$ cat src/rtl/wb_port_arbiter_pkg.sv
// Shared constants and types for the two-source register-file writeback arbiter.
package wb_port_arbiter_pkg;

  localparam int unsigned XLEN       = 32;
  localparam int unsigned REG_ADDR_W = 5;

  typedef enum logic {
    SRC_ALU = 1'b0,
    SRC_LSU = 1'b1
  } wb_src_e;

endpackage : wb_port_arbiter_pkg

$ cat src/rtl/wb_port_arbiter_if.sv
// Writeback bus: two valid/ready request ports in, one register-file write port out.
interface wb_port_arbiter_if #(
  parameter int unsigned XLEN  = 32,
  parameter int unsigned CNT_W = 16
);
  import wb_port_arbiter_pkg::*;

  logic                  alu_valid;
  logic [REG_ADDR_W-1:0] alu_rd;
  logic [XLEN-1:0]       alu_wd;
  logic                  alu_ready;

  logic                  lsu_valid;
  logic [REG_ADDR_W-1:0] lsu_rd;
  logic [XLEN-1:0]       lsu_wd;
  logic                  lsu_ready;

  logic                  rf_we;
  logic [REG_ADDR_W-1:0] rf_rd;
  logic [XLEN-1:0]       rf_wd;
  logic                  last_src;
  logic [CNT_W-1:0]      contention_cnt;

  // Requester side: drives requests, observes grants and the write port.
  modport master (
    output alu_valid, alu_rd, alu_wd,
    output lsu_valid, lsu_rd, lsu_wd,
    input  alu_ready, lsu_ready,
    input  rf_we, rf_rd, rf_wd, last_src, contention_cnt
  );

  // Arbiter side.
  modport slave (
    input  alu_valid, alu_rd, alu_wd,
    input  lsu_valid, lsu_rd, lsu_wd,
    output alu_ready, lsu_ready,
    output rf_we, rf_rd, rf_wd, last_src, contention_cnt
  );

endinterface : wb_port_arbiter_if

$ cat src/rtl/wb_port_arbiter_rr_arb2.sv
// Two-way round-robin grant: a lone requester always wins, on contention the
// pointer decides, and the pointer moves to the loser after every grant.
module rr_arb2
  import wb_port_arbiter_pkg::*;
(
  input  logic       clk,
  input  logic       rst_n,
  input  logic [1:0] req,
  output logic [1:0] gnt_c
);

  wb_src_e ptr_q;
  wb_src_e ptr_d;

  // Grant is forced low while in reset so nothing is accepted.
  always_comb begin
    gnt_c = 2'b00;
    ptr_d = ptr_q;
    if (rst_n) begin
      unique case (req)
        2'b01:   gnt_c = 2'b01;
        2'b10:   gnt_c = 2'b10;
        2'b11:   gnt_c = (ptr_q == SRC_ALU) ? 2'b01 : 2'b10;
        default: gnt_c = 2'b00;
      endcase
    end
    if (gnt_c[0]) begin
      ptr_d = SRC_LSU;
    end else if (gnt_c[1]) begin
      ptr_d = SRC_ALU;
    end
  end

  always_ff @(posedge clk or negedge rst_n) begin
    if (!rst_n) begin
      ptr_q <= SRC_ALU;
    end else begin
      ptr_q <= ptr_d;
    end
  end

endmodule : rr_arb2

$ cat src/rtl/wb_port_arbiter.sv
// Arbitrates ALU and LSU writebacks onto one registered register-file write
// port and counts contention cycles.
module wb_port_arbiter #(
  parameter int unsigned XLEN  = wb_port_arbiter_pkg::XLEN,
  parameter int unsigned CNT_W = 16
) (
  input logic               clk,
  input logic               rst_n,
  wb_port_arbiter_if.slave  bus
);
  import wb_port_arbiter_pkg::*;

  logic [1:0]            req;
  logic [1:0]            gnt_c;

  logic                  rf_we_q,    rf_we_d;
  logic [REG_ADDR_W-1:0] rf_rd_q,    rf_rd_d;
  logic [XLEN-1:0]       rf_wd_q,    rf_wd_d;
  wb_src_e               last_src_q, last_src_d;
  logic [CNT_W-1:0]      cnt_q,      cnt_d;

  assign req = {bus.lsu_valid, bus.alu_valid};

  rr_arb2 u_rr_arb2 (
    .clk   (clk),
    .rst_n (rst_n),
    .req   (req),
    .gnt_c (gnt_c)
  );

  assign bus.alu_ready = gnt_c[0];
  assign bus.lsu_ready = gnt_c[1];

  // Capture the granted request; writes to x0 are accepted but suppressed.
  always_comb begin
    rf_we_d    = 1'b0;
    rf_rd_d    = rf_rd_q;
    rf_wd_d    = rf_wd_q;
    last_src_d = last_src_q;
    cnt_d      = cnt_q;
    if (gnt_c[1]) begin
      rf_rd_d    = bus.lsu_rd;
      rf_wd_d    = bus.lsu_wd;
      last_src_d = SRC_LSU;
    end else if (gnt_c[0]) begin
      rf_rd_d    = bus.alu_rd;
      rf_wd_d    = bus.alu_wd;
      last_src_d = SRC_ALU;
    end
    rf_we_d = (|gnt_c) && (rf_rd_d != REG_ADDR_W'(0));
    if (bus.alu_valid && bus.lsu_valid && (cnt_q != {CNT_W{1'b1}})) begin
      cnt_d = cnt_q + CNT_W'(1);
    end
  end

  always_ff @(posedge clk or negedge rst_n) begin
    if (!rst_n) begin
      rf_we_q    <= 1'b0;
      rf_rd_q    <= '0;
      rf_wd_q    <= '0;
      last_src_q <= SRC_ALU;
      cnt_q      <= '0;
    end else begin
      rf_we_q    <= rf_we_d;
      rf_rd_q    <= rf_rd_d;
      rf_wd_q    <= rf_wd_d;
      last_src_q <= last_src_d;
      cnt_q      <= cnt_d;
    end
  end

  assign bus.rf_we          = rf_we_q;
  assign bus.rf_rd          = rf_rd_q;
  assign bus.rf_wd          = rf_wd_q;
  assign bus.last_src       = last_src_q;
  assign bus.contention_cnt = cnt_q;

endmodule : wb_port_arbiter

$ cat src/flat_wrapper.sv
// flat-port wrapper written by rule: the top's interface ports become plain ports
module wb_port_arbiter_flat import wb_port_arbiter_pkg::*;
#(
  parameter int unsigned XLEN  = wb_port_arbiter_pkg::XLEN,
  parameter int unsigned CNT_W = 16
)
  (clk, rst_n, bus_alu_valid, bus_alu_rd, bus_alu_wd, bus_lsu_valid, bus_lsu_rd, bus_lsu_wd, bus_alu_ready, bus_lsu_ready, bus_rf_we, bus_rf_rd, bus_rf_wd, bus_last_src, bus_contention_cnt);
  wb_port_arbiter_if #(.XLEN(XLEN), .CNT_W(CNT_W)) bus_i ();
  input logic clk;
  input logic rst_n;
  input wire logic [$bits(bus_i.alu_valid)-1:0] bus_alu_valid;
  input wire logic [$bits(bus_i.alu_rd)-1:0] bus_alu_rd;
  input wire logic [$bits(bus_i.alu_wd)-1:0] bus_alu_wd;
  input wire logic [$bits(bus_i.lsu_valid)-1:0] bus_lsu_valid;
  input wire logic [$bits(bus_i.lsu_rd)-1:0] bus_lsu_rd;
  input wire logic [$bits(bus_i.lsu_wd)-1:0] bus_lsu_wd;
  output wire logic [$bits(bus_i.alu_ready)-1:0] bus_alu_ready;
  output wire logic [$bits(bus_i.lsu_ready)-1:0] bus_lsu_ready;
  output wire logic [$bits(bus_i.rf_we)-1:0] bus_rf_we;
  output wire logic [$bits(bus_i.rf_rd)-1:0] bus_rf_rd;
  output wire logic [$bits(bus_i.rf_wd)-1:0] bus_rf_wd;
  output wire logic [$bits(bus_i.last_src)-1:0] bus_last_src;
  output wire logic [$bits(bus_i.contention_cnt)-1:0] bus_contention_cnt;
  assign bus_i.alu_valid = bus_alu_valid;
  assign bus_i.alu_rd = bus_alu_rd;
  assign bus_i.alu_wd = bus_alu_wd;
  assign bus_i.lsu_valid = bus_lsu_valid;
  assign bus_i.lsu_rd = bus_lsu_rd;
  assign bus_i.lsu_wd = bus_lsu_wd;
  assign bus_alu_ready = bus_i.alu_ready;
  assign bus_lsu_ready = bus_i.lsu_ready;
  assign bus_rf_we = bus_i.rf_we;
  assign bus_rf_rd = bus_i.rf_rd;
  assign bus_rf_wd = bus_i.rf_wd;
  assign bus_last_src = bus_i.last_src;
  assign bus_contention_cnt = bus_i.contention_cnt;
  wb_port_arbiter #(.XLEN(XLEN), .CNT_W(CNT_W)) u_core (.clk(clk), .rst_n(rst_n), .bus(bus_i));
endmodule
$ cat config.mk
export PLATFORM = sky130hd
export DESIGN_NAME = wb_port_arbiter_flat
export DESIGN_NICKNAME = d
export VERILOG_FILES = /design/src/rtl/wb_port_arbiter_pkg.sv /design/src/rtl/wb_port_arbiter_if.sv /design/src/rtl/wb_port_arbiter_rr_arb2.sv /design/src/rtl/wb_port_arbiter.sv /design/src/flat_wrapper.sv
export SDC_FILE = /design/constraint.sdc
export NUM_CORES = 1
export LEC_CHECK = 0
export ABC_AREA = 1
export BUFFER_PORTS_ARGS = -buffer_cell sky130_fd_sc_hd__buf_2
export CORE_AREA = 10 10 111 93
export DETAILED_ROUTE_END_ITERATION = 8
export DIE_AREA = 0 0 121 103
export GPL_TIMING_DRIVEN = 0
export PLACE_DENSITY = 0.63
export SYNTH_ARGS = -nofsm -noshare
export SYNTH_HDL_FRONTEND = slang
export SYNTH_SLANG_ARGS = --single-unit
$ cat constraint.sdc
create_clock -name clk -period 2.1 [get_ports clk]
set_input_delay 0.105 -clock clk [delete_from_list [all_inputs] [get_ports clk]]
set_output_delay 0.105 -clock clk [all_outputs]
set_load 0.01 [all_outputs]
# After elaboration in Yosys (flattened, before gate mapping)
# Cells that the tools add are included.
dict set report word_totals {
  regBits 56
  latchBits 0
  ram_bits 0
  romBits 0
  output_inout_bits 57
  mem_count 0
}
dict set report classes {
  add_sub_neg 1
  multipliers 0
  n_div 0
  order_cmp 0
  eq_ne 4
  shifts 0
  muxes 11
  bitwise 0
  reduce_logical 6
}
# op n
set ops {}
lappend ops {{2-to-1 mux 32 bit} 2}
lappend ops {{adder 16 x 1 -> 16 bit, second input constant} 1}
lappend ops {{inequality test 16 bit, second input constant} 1}
lappend ops {{2-to-1 mux 5 bit} 2}
lappend ops {{case mux 2 bit (3 select lines)} 1}
lappend ops {{nonzero test 5 bit} 1}
lappend ops {{equality test 2 bit, second input constant} 2}
lappend ops {{2-to-1 mux 1 bit} 4}
lappend ops {{2-to-1 mux 2 bit} 2}
lappend ops {{logical AND 1 bit} 3}
lappend ops {{equality test 2 x 1 -> 1 bit, second input constant} 1}
lappend ops {{nonzero test 2 bit} 1}
lappend ops {{OR reduction 2 bit} 1}

# Logic depth before layout (Yosys ltp)
dict set report logic_depth {
  ltp_word 7
  ltp_mapped 9
  mapped_depth_nobuf 8
}

# Modules after synthesis
# From an unflattened synthesis, not the netlist that was laid out.
dict set report hier_totals {
  hier_cells 372
  area_unflattened_um2 2822.7
}
# module instances cells_per_inst area_each_um2 seq_area_each_um2
set by_module_without_submodules {}
lappend by_module_without_submodules {wb_port_arbiter 1 360 2751.4 1376.3}
lappend by_module_without_submodules {rr_arb2 1 12 71.3 25.0}

# Worst setup path before layout
# OpenSTA, ideal clock, no wires.
dict set report synth_path {
  kind {reg2reg}
  from {register u_core.cnt_q[1], in the netlist u_core.bus.contention_cnt[1]}
  to {register u_core.cnt_q[11], in the netlist u_core.bus.contention_cnt[11]}
  arrival_ps 1335
  required_time_ps 1983
  slack_ps 648
  stages_incl_launch_ff 8
  n_path_buf 1
  period_less_slack_ps 1452
  cell_sequence {dfrtp_1 -> ha_1 -> nand3_2 -> nor3_4 -> a21oi_2 -> buf_2 -> nand2_1 -> nand2_1}
}
dict set report synth_between {
  elab_chain_len 2
  word_cells_on_any_way 3
}
# item line_no
set synth_lines {}
lappend synth_lines {{start: declaration} wb_port_arbiter.sv:20} ;# logic [CNT_W-1:0] cnt_q, cnt_d;
lappend synth_lines {{start signal: assignment} wb_port_arbiter.sv:68} ;# cnt_q <= cnt_d;
lappend synth_lines {{parallel branches: the longest is 2 deep, another holds adder 16 x 1 -> 16 bit} n/a}
# Several ways; the timed one is not identified.
# A chain may end at the register's enable or synchronous reset.

# Worst setup path after layout
dict set report layout_path {
  from {input port rst_n}
  to {output port bus_lsu_ready}
}
dict set report layout_between {
  elab_chain_len 1
}
# item line_no
set layout_lines {}
lappend layout_lines {{start: declaration} flat_wrapper.sv:10} ;# input logic rst_n;
lappend layout_lines {{2-to-1 mux 2 bit} wb_port_arbiter_rr_arb2.sv:19} ;# if (rst_n) begin
lappend layout_lines {{end: declaration} flat_wrapper.sv:18} ;# output wire logic [$bits(bus_i.lsu_ready)-1:0] bus_lsu_ready;
# Every way passes these cells.

==> flow_summary.toml <==
[outcome]
status = "complete, no violations"

[global_routing]
gr-usage-all-layers = 0.138
overflow = 0
grt_pass1_vias = 2834
grt_max_degree = 57
grt_pass1_wl_microns = 14200
antenna_found_initial = 0

[clock_tree]
worst_skew_pair.late_latency_ps = 300
htreeDepth = 2
root_buffer = "clkbuf_8"
cts_setup_buffers = 0
clk_pin_slew_ps = 90
cts_buffers = 5
cts_tree = "done"
clockBufferDepth = 2
cts_sinks = 56

[worst_hold_path]
hold_end = "u_core.bus.rf_wd[17]$_DFFE_PN0P_"
hp-start = "bus_lsu_wd[17]"
holdPathStages = 3
holdCritPathClass = "in -> reg"

[critical_path]
crit_top_cell = "buf_2"
critical_path_buf_inv_count = 4
r2r_end = "u_core.bus.contention_cnt[1]$_DFFE_PN0P_"
endpoint_kind = "primary output"
critPathSlowestCell = "dlygate4sd3_1"
r2r_slack_ps = 490
worstReg2RegStart = "u_core.bus.contention_cnt[1]$_DFFE_PN0P_"
ff2ff_path_depth = 7
cp.arrival_ps = 1850
worst_path_largest_cell_delay_ps = 560
start_kind = "input port"
cp_cell_sequence = "dlygate4sd3_1 -> buf_6 -> nand2_1 -> a21oi_2 -> buf_2 -> buf_2"
crit_required_ps = 2000
cp_max_fo = 10
crit_family = "buffers and inverters"
crit_type = "in -> out"

[drt]
dr_total_vias = 2896
drtAntennaViolNets = 0
drtIter0Drc = 118
avgRoutedWirePerCell_microns = 14.2
route.detailed.drc = 0
vias_per_cell = 4.57
drtPass1Iterations = 5
wl_microns = 9000

[sta]
skew_ps = 3.64
fmax_ghz = 0.512
fin_crit_sh = 0.929
worst_slew_pin_slew_ps = 463
setup_slack_ps = 149
min_period_ps = 1950
finalSetupViolations = 0
drv_slew = 0
maxSlewHeadroom = 0.692
final-hold-violation-count = 0
grt_setup_unrepaired = "false"
hold_ws_ps = 10.3

[cells_and_area]
drive_above_1_share = 0.312
regArea_sq_um = 1400
instances_no_fill = 634
multiInputGateArea_sq_um = 1230
insertedDiodeCount = 0
n_fill_cell = 825
nets = 600
fin_util = 0.471
area_delta_synth_final_pct = 38.6

[logic_synthesis]
yosysWarnings = 0
avgSynthCellArea_sq_um = 7.66
synth_cell_type_count = 25
ys_seq_area_frac = 0.501
syn_inst = 365
syn_area_sq_um = 2800
syn-num-nets = 444
ys_ff_latch = 56

[placement]
gp_congestion = 0.837
post-place-cells = 611
dp_hpwl_microns = 6670
portBuffers = 134
post-place-ws_ps = -629

[power]
p_int_mw = 1.84
power.total_mw = 2.75
pwr-share-clk = 0.224
power_frac_seq = 0.500
ir_drop_uv = 292
power_leakage_nw = 2.12
p_per_area_nw_per_um2 = 709
combinationalPowerShare = 0.276
p_switching_uw = 905
p_sw_frac = 0.330

[floorplan]
die_x_microns = 121
row_count = 30
io_pins = 135
initial_utilization = 0.340
core_sq_um = 8220
design.die.area_sq_um = 12500
chipHeight_microns = 103

[run]
drv_cap = 0
metal layers:
| metal | global-route usage | vias up | part of all wire |
|---|---|---|---|
| met5 | 0 | - | 0 |
| met4 | 0.0333 | 0 | 0.0072 |
| met3 | 0.0465 | 5 | 0.091 |
| met2 | 0.233 | 98 | 0.48 |
| met1 | 0.166 | 1346 | 0.43 |
| li1 | - | 1447 | - |
synth_stat cells:
master	number	area, sq um
a21oi_2	2	17.5
buf_2	7	35.0
buf_8	1	15.0
clkbuf_1	3	11.3
dfrtp_1	56	1400
ha_1	1	12.5
inv_1	26	97.6
inv_2	2	7.51
nand2_1	168	631
nand2_2	3	18.8
nand2_4	1	11.3
nand3_1	47	235
nand3_2	1	10.0
nand3b_1	6	45.0
nand4_1	2	12.5
nor2_1	15	56.3
nor2_2	2	12.5
nor2_4	1	11.3
nor3_1	2	10.0
nor3_4	1	16.3
o21ai_0	2	10.0
o21ai_1	5	25.0
o22ai_1	1	6.26
xnor2_1	5	43.8
xor2_1	5	43.8
how the worst max path moves through the flow:
stage / start / to / slack, ps / cells past startpoint
2_1_floorplan: u_core.bus.contention_cnt[1]$_DFFE_PN0P_ / u_core.bus.contention_cnt[11]$_DFFE_PN0P_ / 650 / 7
3_3_place_gp: rst_n / bus_lsu_ready / -590 / 5
3_5_place_dp: rst_n / bus_lsu_ready / -630 / 5
4_1_cts: rst_n / bus_lsu_ready / 170 / 6
5_1_grt: rst_n / bus_lsu_ready / 50 / 6
6_report: rst_n / bus_lsu_ready / 150 / 6
power by group through the flow:
stage | logic [mW] | registers [mW] | clock network, mW
final | 0.757 | 1.37 | 0.615
after global routing | 0.851 | 1.40 | 0.676
after CTS | 0.773 | 1.37 | 0.645
after detailed placement | 0.742 | 1.39 | 0
after global placement | 0.730 | 1.39 | 0
after floorplan | 0.308 | 1.46 | 0
cell families after synthesis:
logic type / synth area share
and+or+nand+nor: 0.383
DFF: 0.501
buffers and inverters: 0.0595
AOI/OAI and AO/OA: 0.0210
xor gates and xnor gates: 0.0313
adders and majority gates: 0.00447
cells in the final DEF, fill, tap and decap left out, types with 2 or more instances in the layout:
cell type / synthesis / routed
a21oi_2: 2 / 2
buf_2: 7 / 140
clkbuf_1: 3 / 4
clkbuf_8: 0 / 6
dfrtp_1: 56 / 56
dlygate4sd3_1: 0 / 14
inv_1: 26 / 26
inv_2: 2 / 2
nand2_1: 168 / 168
nand2_2: 3 / 3
nand3_1: 47 / 47
nand3b_1: 6 / 6
nand4_1: 2 / 2
nor2_1: 15 / 15
nor2_2: 2 / 2
nor3_1: 2 / 2
o21ai_0: 2 / 2
o21ai_1: 5 / 5
xnor2_1: 5 / 5
xor2_1: 5 / 5
cell type report:
type | instances | area share
Buffer | 11 | 0.0158
Clock buffer | 7 | 0.0223
Clock inverter | 1 | 0.00194
Inverter | 28 | 0.0271
Multi-Input combinational cell | 270 | 0.317
Sequential cell | 56 | 0.362
Tap cell | 112 | 0.0362
Timing Repair Buffer | 149 | 0.218
sequential cells by signal, summed over array words and instances, names as in the netlist:
signal / count
u_core.u_rr_arb2.ptr_q: 1
u_core.bus.rf_rd: 5
u_core.bus.contention_cnt: 16
u_core.bus.rf_we: 1
u_core.bus.rf_wd: 32
u_core.bus.last_src: 1
per-stage QoR:
step           instance area, sq um  TNS, ps
2_1_floorplan                  2800        0
3_3_place_gp                   3610   -18850
3_5_place_dp                   3610   -20500
4_1_cts                        3870        0
5_1_grt                        3870        0
6_report                       3870        0
timing repair:
| action | CTS | global route |
|---|---|---|
| endpoints found under the setup margin | 34 | 0 |
| hold buffers | 15 | 0 |
| endpoints found under the hold margin | 69 | 0 |
| gates resized for setup | 2 | 0 |
worst register-to-register path, cell delays in order (launching register included):
cell and delay (ps):
dfrtp_1 430, ha_1 230, nand3_2 140, nor3_4 70
a21oi_2 250, buf_2 290, nand2_1 80, nand2_1 70
No activity file was read; power rests on OpenSTA's default activity.
